[src/rtl/div_pkg.sv]
// div_pkg -- shared definitions for the sequential signed divider.
//   divState_t : controller states (IDLE -> ABS -> DIV -> FIX -> IDLE)
//   DIV_WIDTH  : default operand width
//   cntWidth() : iteration-counter width for a given operand width
//   CNT_WIDTH  : iteration-counter width for DIV_WIDTH
package div_pkg;

  typedef enum logic [1:0] {
    ST_IDLE = 2'd0,
    ST_ABS  = 2'd1,
    ST_DIV  = 2'd2,
    ST_FIX  = 2'd3
  } divState_t;

  localparam int DIV_WIDTH = 32;

  // One extra bit so the counter can also hold the value WIDTH itself.
  function automatic int cntWidth(input int width);
    return $clog2(width) + 1;
  endfunction

  localparam int CNT_WIDTH = cntWidth(DIV_WIDTH);

endpackage

[src/rtl/cond_negate.sv]
// cond_negate -- conditional two's-complement negation.
//   i_enable : 1 = negate, 0 = pass through
//   i_in     : WIDTH-bit input value
//   o_out    : i_enable ? -i_in : i_in (wraps, so the most negative value maps to itself)
module cond_negate #(
  parameter int WIDTH = 32
) (
  input  logic             i_enable,
  input  logic [WIDTH-1:0] i_in,
  output logic [WIDTH-1:0] o_out
);

  assign o_out = i_enable ? (~i_in + 1'b1) : i_in;

endmodule

[src/rtl/signed_div_seq.sv]
// signed_div_seq -- multi-cycle signed (truncating) divider using restoring division.
//   clk         : clock, all state changes on the rising edge
//   rst_n       : asynchronous active-low reset
//   start       : begin a division (only looked at while idle)
//   dividend    : signed dividend, captured with start
//   divisor     : signed divisor, captured with start
//   busy        : high whenever the controller is not idle
//   done        : one-cycle pulse when result is updated
//   result      : {remainder, quotient}, held until the next done
//   div_by_zero : captured divisor was zero, updated together with result
// Latency: done rises WIDTH+2 edges after the edge that accepted start.
module signed_div_seq
  import div_pkg::*;
#(
  parameter int WIDTH = DIV_WIDTH
) (
  input  logic               clk,
  input  logic               rst_n,
  input  logic               start,
  input  logic [WIDTH-1:0]   dividend,
  input  logic [WIDTH-1:0]   divisor,
  output logic               busy,
  output logic               done,
  output logic [2*WIDTH-1:0] result,
  output logic               div_by_zero
);

  localparam int CntW = cntWidth(WIDTH);

  divState_t        r_state;
  divState_t        w_nextState;

  logic [WIDTH-1:0] r_dividend;
  logic [WIDTH-1:0] r_divisor;
  logic [WIDTH-1:0] r_quot;
  logic [WIDTH-1:0] r_rem;
  logic [CntW-1:0]  r_count;
  logic             r_signQ;
  logic             r_signR;
  logic             r_done;
  logic             r_dbz;
  logic [2*WIDTH-1:0] r_result;

  logic             w_lastIter;
  logic             w_divZero;
  logic [WIDTH:0]   w_partial;
  logic [WIDTH:0]   w_diff;
  logic             w_ge;

  logic             w_negAEn;
  logic             w_negBEn;
  logic [WIDTH-1:0] w_negAIn;
  logic [WIDTH-1:0] w_negBIn;
  logic [WIDTH-1:0] w_negAOut;
  logic [WIDTH-1:0] w_negBOut;

  assign w_lastIter = (r_count == CntW'(WIDTH - 1));

  // The divisor register keeps its magnitude from ABS onward, so a zero
  // here means the captured divisor was zero.
  assign w_divZero  = (r_divisor == '0);

  // Partial remainder is WIDTH+1 bits once the next dividend bit is shifted
  // in. The stored remainder is always below the divisor, so it fits in
  // WIDTH bits; the borrow bit of the trial subtraction decides the quotient bit.
  assign w_partial  = {r_rem, r_dividend[WIDTH-1]};
  assign w_diff     = w_partial - {1'b0, r_divisor};
  assign w_ge       = ~w_diff[WIDTH];

  // The two negators are shared: ABS takes operand magnitudes, FIX applies
  // the result signs. A zero divisor keeps the all-ones quotient unsigned.
  always_comb begin
    w_negAIn = r_dividend;
    w_negAEn = r_dividend[WIDTH-1];
    w_negBIn = r_divisor;
    w_negBEn = r_divisor[WIDTH-1];
    if (r_state == ST_FIX) begin
      w_negAIn = r_quot;
      w_negAEn = r_signQ & ~w_divZero;
      w_negBIn = r_rem;
      w_negBEn = r_signR;
    end
  end

  cond_negate #(.WIDTH(WIDTH)) u_negA (
    .i_enable (w_negAEn),
    .i_in     (w_negAIn),
    .o_out    (w_negAOut)
  );

  cond_negate #(.WIDTH(WIDTH)) u_negB (
    .i_enable (w_negBEn),
    .i_in     (w_negBIn),
    .o_out    (w_negBOut)
  );

  // State register.
  always_ff @(posedge clk or negedge rst_n) begin
    if (!rst_n) begin
      r_state <= ST_IDLE;
    end else begin
      r_state <= w_nextState;
    end
  end

  // Next-state logic; DIV is the only state that lasts more than one cycle.
  always_comb begin
    w_nextState = r_state;
    unique case (r_state)
      ST_IDLE: if (start) w_nextState = ST_ABS;
      ST_ABS:  w_nextState = ST_DIV;
      ST_DIV:  if (w_lastIter) w_nextState = ST_FIX;
      ST_FIX:  w_nextState = ST_IDLE;
      default: w_nextState = ST_IDLE;
    endcase
  end

  // Output logic.
  always_comb begin
    busy = (r_state != ST_IDLE);
  end

  // Datapath: capture, magnitude, one restoring step per DIV cycle, sign fix.
  always_ff @(posedge clk or negedge rst_n) begin
    if (!rst_n) begin
      r_dividend <= '0;
      r_divisor  <= '0;
      r_quot     <= '0;
      r_rem      <= '0;
      r_count    <= '0;
      r_signQ    <= 1'b0;
      r_signR    <= 1'b0;
      r_done     <= 1'b0;
      r_dbz      <= 1'b0;
      r_result   <= '0;
    end else begin
      r_done <= 1'b0;
      unique case (r_state)
        ST_IDLE: begin
          if (start) begin
            r_dividend <= dividend;
            r_divisor  <= divisor;
            r_signQ    <= dividend[WIDTH-1] ^ divisor[WIDTH-1];
            r_signR    <= dividend[WIDTH-1];
          end
        end
        ST_ABS: begin
          r_dividend <= w_negAOut;
          r_divisor  <= w_negBOut;
          r_quot     <= '0;
          r_rem      <= '0;
          r_count    <= '0;
        end
        ST_DIV: begin
          r_dividend <= {r_dividend[WIDTH-2:0], 1'b0};
          r_rem      <= w_ge ? w_diff[WIDTH-1:0] : w_partial[WIDTH-1:0];
          r_quot     <= {r_quot[WIDTH-2:0], w_ge};
          r_count    <= r_count + 1'b1;
        end
        ST_FIX: begin
          r_result <= {w_negBOut, w_negAOut};
          r_dbz    <= w_divZero;
          r_done   <= 1'b1;
        end
        default: begin
          r_done <= 1'b0;
        end
      endcase
    end
  end

  assign done        = r_done;
  assign result      = r_result;
  assign div_by_zero = r_dbz;

endmodule

[config.mk]
export PLATFORM = sky130hd
export DESIGN_NAME = signed_div_seq
export DESIGN_NICKNAME = d
export VERILOG_FILES = /design/src/rtl/div_pkg.sv /design/src/rtl/cond_negate.sv /design/src/rtl/signed_div_seq.sv
export SDC_FILE = /design/constraint.sdc
export NUM_CORES = 1
export LEC_CHECK = 0
export ABC_AREA = 1
export CAP_MARGIN = 20
export CORE_MARGIN = 4
export CORE_UTILIZATION = 50
export CTS_CLUSTER_SIZE = 20
export DETAILED_ROUTE_END_ITERATION = 6
export PLACE_DENSITY = 0.69
export REMOVE_ABC_BUFFERS = 1
export SYNTH_ARGS = -nofsm -noshare
export SYNTH_HDL_FRONTEND = slang
export SYNTH_SLANG_ARGS = --single-unit
[constraint.sdc]
create_clock -name clk -period 3.05 [get_ports clk]
set_input_delay 0.4575 -clock clk [delete_from_list [all_inputs] [get_ports clk]]
set_output_delay 0.4575 -clock clk [all_outputs]
set_load 0.05 [all_outputs]
# Word level (Yosys, flattened, before mapping)
# Cells that the tools add are included.
[word_totals]
ff_bits = 204
input_bits = 67
wordCells = 55
[op_classes]
bitwise_logic = 6
reduce_logical = 10
muxes = 18
n_addsub = 4
n_eq_ne = 6
[ops]
columns = ["operator", "count"]
rows = [
  ["32-bit 2-to-1 mux", 7],
  ["32-bit case mux with 2 select lines", 3],
  ["32-bit case mux with 3 select lines", 1],
  ["32-bit by 1-bit adder with 32-bit output, second input constant", 2],
  ["32-bit inverter", 2],
  ["33-bit by 32-bit subtractor with 33-bit output", 1],
  ["32-bit logical NOT", 1],
  ["6-bit case mux with 2 select lines", 1],
  ["2-bit case mux with 4 select lines", 1],
  ["2-bit AND reduction", 4],
  ["6-bit by 1-bit adder with 6-bit output, second input constant", 1],
  ["6-bit by 5-bit equality test with 1-bit output, second input constant", 1],
  ["2-bit nonzero test", 3],
  ["2-bit equality test, second input constant", 2],
  ["2-bit 2-to-1 mux", 2],
  ["2-bit inequality test, second input constant", 2],
  ["1-bit 2-to-1 mux", 3],
  ["3-bit nonzero test", 1],
  ["2-bit by 1-bit equality test with 1-bit output, second input constant", 1],
  ["2-bit logical NOT", 1],
  ["1-bit inverter", 2],
  ["1-bit bitwise AND", 1],
  ["1-bit bitwise XOR", 1],
]

# Longest topological paths before layout
[depth]
ltp_word = 6
depth_mapped = 18

# Hierarchy
# Synthesis repeated with hierarchy kept, for this count alone.
[unflattened]
hier_cells = 2155
hier_area_um2 = 14244.9
[by_module_without_submodules]
columns = ["mod", "cells_each", "n_inst", "seq_area_each_um2", "area_each_um2"]
rows = [
  ["signed_div_seq", 1701, 1, 5104.9, 12027.8],
  ["cond_negate", 227, 2, 0.0, 1108.6],
]

# Worst setup path after synthesis
# Ideal clock, no wire load.
[synth_path]
path_type = "flip-flop to flip-flop"
startpoint = "register r_state[0]"
endpoint = "register r_divisor[20]"
setup_slack_ps = 619
path_stages_with_launch = 19
arrival_time_ps = 2314
setup_time_ps = 116
synth_period_minus_slack_ps = 2431
cell_sequence = "dfrtp_1 -> ha_1 -> buf_6 -> buf_12 -> nand2_1 -> o21ai_0 -> inv_1 -> ha_1 -> nand3_1 -> nor2_1 -> nand3_1 -> nor2_2 -> nand3_1 -> nand2_1 -> nand2_1 -> nand2_1 -> nand2_1 -> nand2_1 -> nand2_1"
[synth_between]
elab_chain_cells = 6
elab_cells_between_ends = 12
[synth_rtl]
columns = ["item", "line_no", "rtl"]
rows = [
  ["start: declaration", "signed_div_seq.sv:30", "divState_t r_state;"],
  ["start signal: assignment", "signed_div_seq.sv:102", "r_state <= w_nextState;"],
  ["2-bit equality test", "signed_div_seq.sv:77", "if (r_state == ST_FIX) begin"],
  ["32-bit 2-to-1 mux", "signed_div_seq.sv:77", ""],
  ["32-bit inverter", "cond_negate.sv:13", "assign o_out = i_enable ? (~i_in + 1'b1) : i_in;"],
  ["32-bit by 1-bit adder with 32-bit output", "cond_negate.sv:13", ""],
  ["32-bit 2-to-1 mux", "cond_negate.sv:13", ""],
  ["32-bit case mux with 2 select lines", "signed_div_seq.sv:138", "unique case (r_state)"],
  ["end signal: assignment", "signed_div_seq.sv:142", "r_divisor <= divisor;"],
  ["end signal: assignment", "signed_div_seq.sv:149", "r_divisor <= w_negBOut;"],
  ["end: declaration", "signed_div_seq.sv:34", "logic [WIDTH-1:0] r_divisor;"],
]
# Parallel ways exist; a longest one is shown, timed or not.
# A chain may end at the register's enable or synchronous reset.

# Worst setup path in the final report
[layout_path]
startpoint = "register r_state[1]"
endpoint = "register r_dividend[16]"
[layout_between]
elab_chain_cells = 6
elab_cells_between_ends = 13
[layout_rtl]
columns = ["item", "line_no", "rtl"]
rows = [
  ["2-bit equality test", "signed_div_seq.sv:77", ""],
  ["32-bit 2-to-1 mux", "signed_div_seq.sv:77", ""],
  ["32-bit inverter", "cond_negate.sv:13", ""],
  ["32-bit by 1-bit adder with 32-bit output", "cond_negate.sv:13", ""],
  ["32-bit 2-to-1 mux", "cond_negate.sv:13", ""],
  ["32-bit case mux with 3 select lines", "signed_div_seq.sv:138", ""],
  ["end signal: assignment", "signed_div_seq.sv:141", "r_dividend <= dividend;"],
  ["end signal: assignment", "signed_div_seq.sv:148", "r_dividend <= w_negAOut;"],
  ["end signal: assignment", "signed_div_seq.sv:155", "r_dividend <= {r_dividend[WIDTH-2:0], 1'b0};"],
  ["end: declaration", "signed_div_seq.sv:33", "logic [WIDTH-1:0] r_dividend;"],
]
# Parallel ways exist; a longest one is shown, timed or not.

==> flow_summary.yaml <==
status:
  status: "finished, final reports clean"
sta:
  layout_setup_ws_ps: 256.0
  holdWs_ps: 476.2
  max_freq_mhz: 357.9
  min_period_ps: 2794
  period_share: 0.9161
  fin_skew_ps: 27.25
  finalHoldViolCount: 0
  setup_tns_ps: 0
  setup_violations: 0
  maxSlewHeadroom: 0.4317
  slew_violations: 0
  worstMarginPinSlew_ps: 852.5
  rsz0062_at_grt: "no"
floorplanning:
  rows: 61
  die_x_um: 177.9
  ios: 134
  core-area_mm2: 0.02816
  die-area_mm2: 0.03166
  die_y_um: 177.9
  start_util: 0.5127
cells_and_area:
  n_antenna_cell: 0
  syn_to_final_growth_pct: 18.08
  utilization: 0.6054
  design_area_mm2: 0.01705
  fillCellCount: 2681
  seqCellArea_mm2: 0.005105
  final_cell_count_no_fill: 2721
  layout_common_cells: "nand2_1, inv_1, nor2_1, dfrtp_1, nand3_1"
  drive_gt1_frac: 0.05847
  nets: 2432
  layout_commonest_cell: "nand2_1"
  multiInputGateArea_mm2: 0.007956
drt:
  drt_iter0_drc: 1280
  ant_nets: 0
  vias: 14547
  firstDrtPassIters: 5
  wirelength_mm: 44.86
  drt-wirelength-per-cell_um: 16.49
  routed_via_density: 5.346
  route.detailed.drc: 0
clock_network:
  clk-insertion-delay-late_ps: 540
  clockRootBuffer: "clkbuf_16"
  cts-htree-levels: 1
  cts_buffer_depth: 3
  cts_setup_buffers: 0
  cts.sinks: 204
  numCtsBuffers: 25
  cts_tree: "yes"
  path_clk_slew_ps: 60
synth:
  synthAdderAreaFrac: 0.03518
  synth_area_leaders: "dfrtp_1, nand2_1, inv_1, nor2_1, nand3_1"
  synth_enable_flop_cells: 0
  syn_inst: 2218
  ys_types: 46
  synth_flop_cell: "dfrtp_1"
  synth_warnings: 0
  synth_compound_gate_area_share: 0.1203
  synth_top_family_by_area: "simple AND/OR/NAND/NOR gates"
  yosysTopAreaCellShare: 0.3536
  synth_largest_area_cell: "dfrtp_1"
  postSynth.asyncResetShare: 1.000
  synth.avg_cell_area_um2: 6.510
  synth-simple-area-share: 0.3728
  synth_seq_cells: 204
  synth-xor-area-share: 0.02062
  synthMuxAreaShare: 0
  ys_seq_area_frac: 0.3536
  synth_area_mm2: 0.01444
grt:
  first_global_vias: 14221
  grt_start_max_net_pins: 100
  grt.overflow.total: 0
  grt_pass1_wl_mm: 72.31
  grt_usage: 0.2816
  antenna_found_initial: 1
place:
  dp_slack_ps: 239.2
  placed_area_mm2: 0.01615
  hpwl_mm: 32.92
  post-place-cells: 2675
  port_buffers: 133
  finalWeightedCongestion: 0.9960
worst_hold_path:
  worstHoldStart: "result[32]"
  worstHoldPathType: "reg -> reg"
  worstHoldEndpoint: "result[32]"
  hold_depth: 2
power_and_ir_drop:
  switching_power_mw: 10.91
  swShare: 0.5271
  ir_drop_mv: 0.8038
  power_frac_comb: 0.635
  power_mw: 20.70
  seqPwrFrac: 0.212
  p_int_mw: 9.789
  clockPowerShare: 0.153
  leakagePower_nw: 8.516
  powerDensity_mw_per_mm2: 1214
critical_path:
  worstReg2RegStart: "r_state[1]"
  r2r_end: "r_dividend[16]"
  end_kind: "register"
  cp-start-kind: "register"
  crit_fanout: 17
  cp.arrival_ps: 3260
  criticalPathCategory: "reg -> reg"
  reg2reg_depth: 14
  startpoint: "r_state[1]"
  r2r_setup_slack_ps: 260
  required_ps: 3510
job:
  cap_violations: 0
==> layout make-up <==
cell class              count  area share
clock buffers              35     0.04183
repair buffers            169     0.09996
clock inverters            10    0.009320
well taps                 378     0.02774
inverters                 250     0.05504
multi-input cells        1675      0.4667
flip-flops and latches    204      0.2994
==> state kept, by name (all words and copies together), names as in the netlist <==
signal	cells
result	64
r_dividend	32
r_divisor	32
r_quot	32
r_rem	32
r_count	6
r_state	2
div_by_zero	1
done	1
r_signQ	1
r_signR	1
==> cell families after synthesis <==
| group | count (synthesis) |
|---|---|
| buffers and inverters | 339 |
| XOR/XNOR | 34 |
| AND/OR/NAND/NOR | 1315 |
| AO/OA/AOI/OAI | 286 |
| flip-flops | 204 |
| adder cells (fa/ha/maj) | 40 |
==> repair_timing <==
item / CTS / global route
hold endpoints to repair: 80 / 0
hold buffers: 1 / 0
endpoints found under the setup margin: 0 / 9
gates resized for setup: 0 / 4
==> critical path: stages (launching register included) <==
cell and delay (ps):
dfrtp_1 430, ha_4 210, inv_2 360, buf_4 320, nand2_1 70, nand2_1 120
inv_1 80, ha_1 240, nand2_1 90, nor2_2 60, nand2_2 150, nor2_4 70
o21ai_0 230, nand3_1 110, a21oi_1 150
==> worst max path at each step <==
stage / slack [ps] / to
global route: 30 / r_divisor[20]
global placement: 140 / r_dividend[7]
CTS: 200 / r_rem[20]
detailed placement: 240 / r_rem[1]
finish: 260 / r_dividend[16]
floorplan: -5400 / result[12]
==> synthesized netlist by cell type (4+ instances only) <==
cell type and number:
nand3b_1 28, o211ai_1 4, a221oi_1 31, nor3_1 14, nand2_2 7, nand4_1 12, ha_1 39, o22ai_1 38
a31oi_1 21, o21ai_2 17, xor2_1 16, a21oi_1 60, inv_1 243, o21ai_1 36, clkbuf_1 45, nand3_1 134
inv_2 4, xnor2_1 18, o21ai_0 67, buf_2 15, dfrtp_1 204, nand2_1 858, nor2_1 233, buf_6 11
buf_1 12, nor2_2 12, nor2_4 5, buf_4 5
==> power by group through the flow <==
| stage | clock network [mW] | logic [mW] | registers [mW] |
|---|---|---|---|
| 2_1_floorplan | 0 | 7.84 | 5.63 |
| 4_1_cts | 3.21 | 13.1 | 4.37 |
| 6_report | 3.17 | 13.1 | 4.39 |
| 5_1_grt | 3.35 | 14.6 | 4.49 |
| 3_3_place_gp | 0 | 12.8 | 4.38 |
| 3_5_place_dp | 0 | 13.1 | 4.38 |
==> routing by layer <==
layer / up-vias / wire length, um / track usage
met4: 2 / 1913 / 0.1112
li1: 7279 / - / -
met2: 457 / 20710 / 0.4665
met1: 6704 / 19720 / 0.3737
met3: 105 / 2492 / 0.03835
met5: - / 20 / 0
No activity file was read; power rests on OpenSTA's default activity.
